### config.mk
export PLATFORM = sky130hd
export DESIGN_NAME = vram_dma_m
export DESIGN_NICKNAME = d
export VERILOG_FILES = /design/src/rtl/vram_dma_pkg.sv /design/src/rtl/vram_dma_addr_gen_m.sv /design/src/rtl/vram_dma_m.sv
export SDC_FILE = /design/constraint.sdc
export NUM_CORES = 1
export LEC_CHECK = 0
export CORE_ASPECT_RATIO = 1.1
export CORE_MARGIN = 1
export CORE_UTILIZATION = 40
export CTS_BUF_LIST = sky130_fd_sc_hd__clkbuf_2 sky130_fd_sc_hd__clkbuf_4 sky130_fd_sc_hd__clkbuf_8
export CTS_CLUSTER_SIZE = 8
export DETAILED_ROUTE_END_ITERATION = 10
export GPL_ROUTABILITY_DRIVEN = 0
export PLACE_DENSITY = 0.76
export SLEW_MARGIN = 20
export SYNTH_ARGS = -nofsm -noshare
export SYNTH_HDL_FRONTEND = slang
export SYNTH_HIERARCHICAL = 1
export SYNTH_SLANG_ARGS = --single-unit
### constraint.sdc
create_clock -name cpu_clk -period 4.2 [get_ports cpu_clk]
set_input_delay 0.63 -clock cpu_clk [delete_from_list [all_inputs] [get_ports cpu_clk]]
set_output_delay 0.63 -clock cpu_clk [all_outputs]
set_load 0.005 [all_outputs]
### src/rtl/vram_dma_pkg.sv
// vram_dma_pkg: shared state encoding and default addresses for the VRAM DMA engine.
package vram_dma_pkg;
   typedef enum logic [1:0] {IDLE, HALT, READ, WRITE} dma_state_t;
   localparam logic [15:0] DMA_REG_ADDR_DEF = 16'h7010;
   localparam logic [15:0] VRAM_BASE = 16'h3700;
endpackage

### src/rtl/vram_dma_addr_gen_m.sv
// vram_dma_addr_gen_m: byte counter plus source/destination address adders for the copy.
module vram_dma_addr_gen_m import vram_dma_pkg::*; #(
   parameter logic [15:0] DST_BASE = VRAM_BASE,
   parameter int LENGTH = 256,
   localparam int CW = $clog2(LENGTH + 1)
) (
   input  logic        cpu_clk,
   input  logic        rst,
   input  logic        cpu_clk_enable,
   input  logic        load,
   input  logic        inc,
   input  logic [7:0]  page,
   output logic [15:0] src_address,
   output logic [15:0] dst_address,
   output logic        last
);
   logic [CW-1:0] count;
   logic [CW-1:0] idx;
   logic [7:0]    src_page;
   // Addresses are for the count value in effect after this edge, so the top can register them.
   always_comb begin
      idx = inc ? count + CW'(1) : count;
      src_address = {src_page, 8'h00} + 16'(idx);
      dst_address = DST_BASE + 16'(idx);
      last = count == CW'(LENGTH - 1);
   end
   always_ff @(posedge cpu_clk) begin
      if (rst) begin
         count <= '0;
         src_page <= '0;
      end else if (cpu_clk_enable) begin
         if (load) begin
            count <= '0;
            src_page <= page;
         end else if (inc) begin
            count <= idx;
         end
      end
   end
endmodule

### src/rtl/vram_dma_m.sv
// vram_dma_m: CPU-triggered RAM-to-VRAM block copy that halts the CPU and owns the bus while copying.
module vram_dma_m import vram_dma_pkg::*; #(
   parameter logic [15:0] DMA_REG_ADDR = DMA_REG_ADDR_DEF,
   parameter logic [15:0] DST_BASE = VRAM_BASE,
   parameter int LENGTH = 256,
   parameter bit WAIT_VBLANK = 1'b1
) (
   input  logic        cpu_clk,
   input  logic        rst,
   input  logic        cpu_clk_enable,
   input  logic [15:0] cpu_address,
   input  logic [7:0]  data_in,
   input  logic        write_enable,
   input  logic [7:0]  bus_data_in,
   input  logic        in_vblank,
   output logic        cpu_rdy,
   output logic        dma_bus_grant,
   output logic [15:0] dma_address,
   output logic [7:0]  dma_data_out,
   output logic        dma_write_enable,
   output logic        dma_busy
);
   dma_state_t  state;
   logic        trigger;
   logic        inc;
   logic        last;
   logic [7:0]  data_latch;
   logic [15:0] src_address;
   logic [15:0] dst_address;
   always_comb begin
      trigger = state == IDLE && write_enable && cpu_address == DMA_REG_ADDR;
      inc = state == WRITE && !last;
   end
   assign dma_data_out = data_latch;
   vram_dma_addr_gen_m #(.DST_BASE(DST_BASE), .LENGTH(LENGTH)) u_addr_gen (
      .cpu_clk(cpu_clk),
      .rst(rst),
      .cpu_clk_enable(cpu_clk_enable),
      .load(trigger),
      .inc(inc),
      .page(data_in),
      .src_address(src_address),
      .dst_address(dst_address),
      .last(last)
   );
   always_ff @(posedge cpu_clk) begin
      if (rst) begin
         state <= IDLE;
         cpu_rdy <= 1'b1;
         dma_bus_grant <= 1'b0;
         dma_write_enable <= 1'b0;
         dma_address <= '0;
         data_latch <= '0;
         dma_busy <= 1'b0;
      end else if (cpu_clk_enable) begin
         case (state)
            IDLE: if (trigger) begin
               state <= HALT;
               cpu_rdy <= 1'b0;
               dma_busy <= 1'b1;
            end
            // Grant stays low here so the CPU's trigger write finishes on the bus.
            HALT: if (!WAIT_VBLANK || in_vblank) begin
               state <= READ;
               dma_bus_grant <= 1'b1;
               dma_address <= src_address;
            end
            READ: begin
               state <= WRITE;
               dma_write_enable <= 1'b1;
               data_latch <= bus_data_in;
               dma_address <= dst_address;
            end
            WRITE: begin
               dma_write_enable <= 1'b0;
               if (last) begin
                  state <= IDLE;
                  cpu_rdy <= 1'b1;
                  dma_bus_grant <= 1'b0;
                  dma_busy <= 1'b0;
               end else begin
                  state <= READ;
                  dma_address <= src_address;
               end
            end
            default: state <= IDLE;
         endcase
      end
   end
endmodule

Word level (Yosys, flattened, before mapping):

Index checks and enable logic that the tools add are counted.

* add/subtract/negate cells: 3
* muxes and demuxes: 19
* reductions and logical operators: 18
* equal/unequal tests: 9

Operators by type and width (number)
* $pmux W16 S3: 1
* $mux W16: 2
* $mux W9: 3
* $add A16 B9 Y16: 1
* $eq A16 B15 Y1 const B: 1
* $add A14 B9 Y15 const A: 1
* $reduce_and A4 Y1: 3
* $add A9 B1 Y9 const B: 1
* $eq A9 B8 Y1 const B: 1
* $ne A2 B2 Y1 const B: 4
* $pmux W1 S2: 4
* $pmux W2 S4: 1
* $reduce_and A2 Y1: 4
* $reduce_bool A2 Y1: 4
* $mux W2: 3
* $mux W1: 5
* $eq A2 B2 Y1 const B: 2
* $logic_and A1 B1 Y1: 3
* $reduce_and A3 Y1: 1
* $reduce_bool A3 Y1: 1
* $eq A2 B1 Y1 const B: 1
* $logic_not A2 Y1: 1
* $logic_not A1 Y1: 1

* word-level logic and storage cells: 58
* output and inout port bits: 28
* flip-flop bits (word level): 47
* input bits: 37

Logic depth before layout (Yosys ltp):

Gate-level depths: netlist of run 1.

* depth after elaboration: 7
* gate-level depth with buffers: 15

Modules after synthesis:

The synthesis of run 1 kept the hierarchy.

By module, submodules not included
* vram_dma_m: instances 1, cells each 150, area an instance 1401.3 um^2, sequential area each 600.6 um^2
* vram_dma_addr_gen_m: instances 1, cells each 140, area an instance 1118.6 um^2, sequential area each 340.3 um^2

Least setup slack after synthesis of run 1:

Ideal clock, no wire load.

* path type: flip-flop to flip-flop
* start: reg u_addr_gen.count[0]
* end: reg dma_address[14]
* setup time: 0.144 ns
* stages on the path, launching flop included: 16
* slack: 1.274 ns
* data arrival time: 2.782 ns
* cell sequence: dfxtp_1 > ha_1 > nand3_1 > nor2_1 > ha_1 > nor2_1 > clkbuf_1 > nor2_1 > a21oi_1 > ha_1 > ha_1 > and3_1 > nand3_1 > xnor2_1 > mux2i_1 > a211oi_2

* word-level cells in the longest chain between the ends: 7
* elaborated cells on any way between the ends: 12
* those cells by class: add/sub (3); eq/ne (2); mux (4); reduce/logical (3)

RTL lines
* from (decl): RTL line vram_dma_addr_gen_m.sv:17 `logic [CW-1:0] count;`
* from (signal assigned): RTL line vram_dma_addr_gen_m.sv:36 `count <= idx;`
* $eq A9 B8 Y1 *: RTL line vram_dma_addr_gen_m.sv:25 `last = count == CW'(LENGTH - 1);`
* named net last: RTL line vram_dma_m.sv:26 `logic last;`
* $logic_not A1 Y1 *: RTL line vram_dma_m.sv:32 `inc = state == WRITE && !last;`
* $logic_and A1 B1 Y1 *: RTL line vram_dma_m.sv:32
* named net inc: RTL line vram_dma_m.sv:25 `logic inc;`
* $mux W9 *: RTL line vram_dma_addr_gen_m.sv:22 `idx = inc ? count + CW'(1) : count;`
* $add A16 B9 Y16 *: RTL line vram_dma_addr_gen_m.sv:23 `src_address = {src_page, 8'h00} + 16'(idx);`
* named net src_address[14]: RTL line vram_dma_m.sv:28 `logic [15:0] src_address;`
* $mux W16 (on tied branches): RTL line vram_dma_m.sv:76, vram_dma_m.sv:63
* $pmux W16 S3 *: RTL line vram_dma_m.sv:56 `case (state)`
* to (signal assigned): RTL line vram_dma_m.sv:66 `dma_address <= src_address;`
* to (signal assigned): RTL line vram_dma_m.sv:72 `dma_address <= dst_address;`
* to (signal assigned): RTL line vram_dma_m.sv:83 `dma_address <= src_address;`
* to (decl): RTL line vram_dma_m.sv:18 `output logic [15:0] dma_address,`

Mark *: on every way through the listed nets, which the timed path passes. The rest lies on a longest branch. The select of a mux whose other input is x is not followed.
A chain may end at the register's enable or synchronous reset.

Worst setup path in the final report of run 1:

Same ends and word-level chain as after synthesis.

==> impl_metrics.csv, run 1 <==
group,metric,value,unit
sta,holdWs,0.459,ns
pwr,power_switching,0.000172,W
sta,finalSetupViolations,0,
sta,max_clock_freq,0.337,GHz
global_routing,first_global_vias,1957,
floorplanning,initial_cell_density_of_the_core,42.6,%
detailed_routing,ant_nets,0,
global_routing,grt_antenna_before_repair,0,
detailed_routing,drt_iter0_drc,106,
clock_tree,cts.htree.levels,2,
sta,setup-tns-final,0,ns
pwr,p_total,0.000766,W
detailed_routing,routed_via_density,5.20,
synthesis,synth_edf_count,0,
layout,fillers,555,
clock_tree,count_of_instances_resized_after_the_clock_tree_is_built,0,
layout,finish.net_count,377,
clock_tree,number_of_clock_buffers_inserted_by_tritoncts,5,
place,placement.cell_area,3100,um2
clock_tree,clock_sink_count,47,
synthesis,netlist_instances,290,
synthesis,part_of_the_yosys_area_used_for_sequential_elements,37.3,%
run_status,result_of_the_run,"complete, no violations",
pwr,switching_share,22.4,%
critical_path,cp_data_arrival_time,3.19,ns
layout,final_cell_mix,"63 x clkdlybuf4s50_1, 47 x dfxtp_1, 30 x nand2_1",
layout,post-route-cell-area,3180,um2
layout,insertedDiodeCount,0,
min_path,worst_hold_path_type,"reg2reg",
floorplanning,dieWidth,77.7,um
pwr,clkPwrFrac,35.1,%
sta,max_slew_headroom,27.8,%
sta,final_period_minus_worst_setup_slack,2.97,ns
sta,post-route-period-util,70.6,%
sta,final_hold_viol_count,0,
critical_path,crit_type,"reg2reg",
critical_path,crit_path_start_kind,"flop",
floorplanning,std_cell_core_area,5910,um2
floorplanning,pin_count,65,
critical_path,worstPathRequired,4.42,ns
clock_tree,clock_tree.buffer_depth,2,
place,hpwlAfterDp,3870,um
pwr,p_leak,1.02,nW
detailed_routing,total_wirelength_of_the_detailed_routed_design,5320,um
place,numPortBuffers,64,
clock_tree,clock_tree_from_tritoncts,"yes",
layout,finish.cell_count_without_fillers,414,
synthesis,ys_async_sr_fraction,0,%
pwr,maximum_ir_drop_on_the_vdd_rail,0.104,mV
floorplanning,die_h,85.2,um
sta,finalClockSkew,0.00557,ns
pwr,cell_internal_pwr,0.000594,W
synthesis,ys_ff_latch,47,
synthesis,mappedNetlistArea,2520,um2
sta,grt_setup_unrepaired,"no",
critical_path,cp-end-kind,"flop",
synthesis,warnings_from_yosys,6,
global_routing,grt_max_degree,45,
global_routing,grt_usage,16.5,%
clock_tree,cts_hold_repair.buffers,0,
synthesis,avgSynthCellArea,8.69,um2
floorplanning,placementRows,29,
detailed_routing,wl_per_cell,12.8,um
pwr,comb_power_share,6.8,%
sta,finalMaxSlewViolations,0,
sta,timing_worst_slew_pin_value,1.08,ns
detailed_routing,pre_antenna_drt_iters,4,
clock_tree,worst_setup_hold_path_clk_slew,0.09,ns
synthesis,synth.distinct_cells,43,
clock_tree,cts_setup_buffers,0,
detailed_routing,num_vias,2154,
floorplanning,die-area,6620,um2
layout,share_of_layout_cells_above_drive_strength_1,10.4,%
critical_path,top_fanout_value_on_the_critical_path,15,
layout,flow.area_growth_from_synthesis,26.4,%
pwr,power_density,241,nW/um2
clock_tree,clock_latency,0.30,ns
global_routing,grt_first_pass_wirelength,8760,um
global_routing,global_route.overflow_total,0,
pwr,share_seq_of_total_power,58.1,%
run,max-cap-violations,0,
detailed_routing,drcViolationCount,0,
layout,layout.cells.most_common,"clkdlybuf4s50_1",
clock_tree,cts_root_buffer,"clkbuf_8",
synthesis,ys.flop_type,"dfxtp_1",
place,placed_cells_incl_taps,406,
==> metrics by stage <==
step	util (%)	worst slack [ns]
4_1_cts	53.8	1.21
3_3_place_gp	52.4	1.39
6_report	53.8	1.23
3_5_place_dp	52.4	1.23
5_1_grt	53.8	0.928
2_1_floorplan	-	1.27
==> worst paths after layout <==
path / start / end / slack (ns) / cells after the start
min reg2reg: dma_data_out[7] / dma_data_out[7] / 0.46 / 2
max reg2reg: u_addr_gen/count[0] / dma_address[14] / 1.23 / 14
max: u_addr_gen/count[0] / dma_address[14] / 1.23 / 14
min: dma_data_out[7] / dma_data_out[7] / 0.46 / 2
==> per-layer routing <==
metal / GRT usage [%] / vias to the layer above / wire, um / part of all wire [%]
li1: - / 1099 / - / -
met1: 19.9 / 998 / 2440 / 46
met2: 28.3 / 48 / 2560 / 48
met3: 3.76 / 9 / 235 / 4.4
met4: 6.17 / 0 / 83 / 1.6
met5: 0 / - / 0 / 0
==> Yosys cell counts, types with 2 or more instances <==
library cell	count	area share (%)
a211oi_1	3	0.89
a211oi_2	13	6.5
a21oi_1	26	5.2
a31oi_1	5	1.2
a41oi_1	2	0.70
and3_1	3	0.74
buf_2	3	0.60
buf_4	21	6.3
clkbuf_1	8	1.2
conb_1	2	0.30
dfxtp_1	47	37
ha_1	4	2.0
inv_1	6	0.89
mux2i_1	16	6.4
nand2_1	30	4.5
nand2b_1	3	0.74
nand3_1	21	4.2
nand4_1	4	0.99
nor2_1	28	4.2
nor4_1	3	0.74
nor4bb_1	2	0.79
o211ai_1	4	1.2
o21ai_0	3	0.60
or3_1	2	0.50
or4b_1	2	0.79
xnor2_1	10	3.5
xor2_1	3	1.0
==> area by class of cell <==
cell class	instances	area (um2)	share of cell area [%]
inverters	7	26.3	0.825
clock buffers	5	68.8	2.16
repair buffers	69	673	21.1
multi-input cells	206	1360	42.7
well taps	77	96.3	3.03
clock inverters	3	18.8	0.589
flip-flops and latches	47	941	29.5
==> power by group through the flow <==
stage	registers, W	clock network (W)	logic [W]
finish	0.000445	0.000269	0.0000519
global route	0.000445	0.000299	0.0000555
CTS	0.000445	0.000281	0.0000519
detailed placement	0.000456	0	0.0000514
global placement	0.000456	0	0.0000513
floorplan	0.000456	0	0.0000159
==> cell families after synthesis <==
family          Yosys count  share of synthesized area (%)
compound gates           62                           18.9
xor+xnor                 13                           4.52
fa+ha+maj                 4                           1.99
buf+inv                  39                           9.09
flops                    47                           37.3
mux                      17                           6.80
other cells               2                          0.298
simple gates            106                           21.1
==> sequential cells by signal (all words and copies together) (netlist names) <==
register	flops
dma_write_enable	1
state	2
dma_busy	1
dma_data_out	8
u_addr_gen/src_page	8
dma_address	16
cpu_rdy	1
u_addr_gen/count	9
dma_bus_grant	1
==> worst max-delay path, cell delays in order, from the launching register on <==
cell and delay, ns:
dfxtp_1 0.45, ha_1 0.28, nand3_1 0.09, nor2_1 0.11, ha_1 0.27, nor2_1 0.07
buf_4 0.19, a21oi_1 0.24, ha_1 0.23, ha_1 0.18, and3_1 0.19, nand3_1 0.10
xnor2_1 0.14, mux2i_1 0.10, a211oi_2 0.24
No activity file was read; power rests on OpenSTA's default activity.
==> run 2, diff against run 1 <==
Clock period 4.2 ns to 3.05 ns, I/O delays scaled along.
==> impl_metrics.csv, run 2 (synthesis gave the netlist of run 1 again) <==
group,metric,value,unit
run_status,result_of_the_run,"complete, no violations",
global_routing,grt_max_degree,45,
critical_path,worstPathRequired,3.27,ns
clock_tree,count_of_instances_resized_after_the_clock_tree_is_built,0,
run,max-cap-violations,0,
clock_tree,cts.htree.levels,2,
pwr,p_leak,1.04,nW
sta,max_slew_headroom,40.0,%
floorplanning,initial_cell_density_of_the_core,42.6,%
min_path,hold_depth,2,
layout,regMostFlops,"dma_address",
floorplanning,dieWidth,77.7,um
sta,finalSetupViolations,0,
detailed_routing,pre_antenna_drt_iters,4,
layout,area_of_the_multi_input_gates,1370,um2
sta,timing_worst_slew_pin_value,0.900,ns
place,placement.cell_area,3130,um2
sta,finalMaxSlewViolations,0,
detailed_routing,total_wirelength_of_the_detailed_routed_design,5320,um
floorplanning,std_cell_core_area,5910,um2
layout,fillers,540,
critical_path,crit_type,"reg2reg",
sta,finalClockSkew,0.00755,ns
floorplanning,die-area,6620,um2
clock_tree,clock_latency,0.30,ns
floorplanning,pin_count,65,
global_routing,grt_usage,17.5,%
place,placed_cells_incl_taps,409,
layout,layout.cells.most_common,"clkdlybuf4s50_1",
layout,post-route-cell-area,3230,um2
pwr,power_density,328,nW/um2
sta,max_clock_freq,0.362,GHz
detailed_routing,num_vias,2167,
clock_tree,cts_setup_buffers,0,
layout,largestRegisters,"dma_address (16), u_addr_gen/count (9)",
min_path,worst_hold_path_type,"reg2reg",
layout,final_cell_mix,"63 x clkdlybuf4s50_1, 47 x dfxtp_1, 30 x nand2_1",
layout,core_occupancy_in_the_finished_layout,54.6,%
clock_tree,number_of_clock_buffers_inserted_by_tritoncts,5,
pwr,maximum_ir_drop_on_the_vdd_rail,0.175,mV
detailed_routing,drcViolationCount,0,
layout,flow.area_growth_from_synthesis,28.1,%
layout,share_of_layout_cells_above_drive_strength_1,11.8,%
detailed_routing,routed_via_density,5.20,
clock_tree,cts_hold_repair.buffers,0,
detailed_routing,drt_iter0_drc,108,
layout,finish.net_count,380,
critical_path,crit_path_start_kind,"flop",
layout,insertedDiodeCount,0,
floorplanning,placementRows,29,
sta,final_period_minus_worst_setup_slack,2.76,ns
layout,finish.cell_count_without_fillers,417,
layout,largest_register_ffs,16,
layout,area.sequential,941,um2
floorplanning,die_h,85.2,um
global_routing,grt_first_pass_wirelength,9240,um
place,numPortBuffers,64,
sta,post-route-period-util,90.6,%
clock_tree,cts_root_buffer,"clkbuf_8",
clock_tree,clock_sink_count,47,
critical_path,top_fanout_value_on_the_critical_path,6,
critical_path,cp-end-kind,"flop",
global_routing,grt_antenna_before_repair,0,
critical_path,cp_data_arrival_time,2.99,ns
critical_path,rr_worst_depth,14,
place,hpwlAfterDp,3870,um
global_routing,first_global_vias,2014,
pwr,p_total,0.00106,W
clock_tree,clock_tree.buffer_depth,2,
sta,final_hold_viol_count,0,
detailed_routing,ant_nets,0,
global_routing,global_route.overflow_total,0,
clock_tree,worst_setup_hold_path_clk_slew,0.09,ns
detailed_routing,wl_per_cell,12.8,um
clock_tree,clock_tree_from_tritoncts,"yes",
==> run 2: worst paths after layout <==
path / slack, ns / to / start
max reg2reg: 0.29 / dma_address[14] / u_addr_gen/count[0]
min: 0.46 / dma_data_out[3] / dma_data_out[3]
max: 0.29 / dma_address[14] / u_addr_gen/count[0]
min reg2reg: 0.46 / dma_data_out[3] / dma_data_out[3]
==> run 2: cell type report <==
type | count | share of cell area, %
multi-input cells | 206 | 42.3
flip-flops and latches | 47 | 29.2
repair buffers | 72 | 21.9
well taps | 77 | 2.99
clock buffers | 6 | 2.37
inverters | 7 | 0.814
clock inverters | 2 | 0.388
==> run 2: through the flow <==
stage          setup TNS (ns)  hold slack, ns  setup WS [ns]
2_1_floorplan               0           0.440          0.124
3_3_place_gp                0           0.441          0.339
3_5_place_dp                0           0.448          0.233
4_1_cts                     0           0.460          0.215
5_1_grt             -0.000632           0.488      -0.000632
6_report                    0           0.455          0.288
==> run 2: report_power, final <==
group          internal, W  leakage, nW  switching [W]   total, W
sequential        0.000613        0.378  0.00000000259   0.000613
clock             0.000169       0.0446       0.000204   0.000373
combinational    0.0000440        0.612      0.0000277  0.0000717
==> run 2: worst max-delay path, stage by stage (launching register included) <==
cell	delay, ns
dfxtp_1	0.45
ha_1	0.26
nand3_1	0.09
nor2_1	0.12
ha_1	0.30
nor2_2	0.10
nor2_1	0.13
a21oi_2	0.06
ha_1	0.23
ha_1	0.20
and3_1	0.21
nand3_1	0.10
xnor2_1	0.11
mux2i_1	0.09
a211oi_2	0.23
==> run 2: metal layers <==
layer	vias to the layer above	part of all wire, %	track usage (%)
li1	1103	-	-
met1	1009	47	22.1
met2	50	47	28.7
met3	5	4.8	3.87
met4	0	1.3	7.20
met5	-	0	0
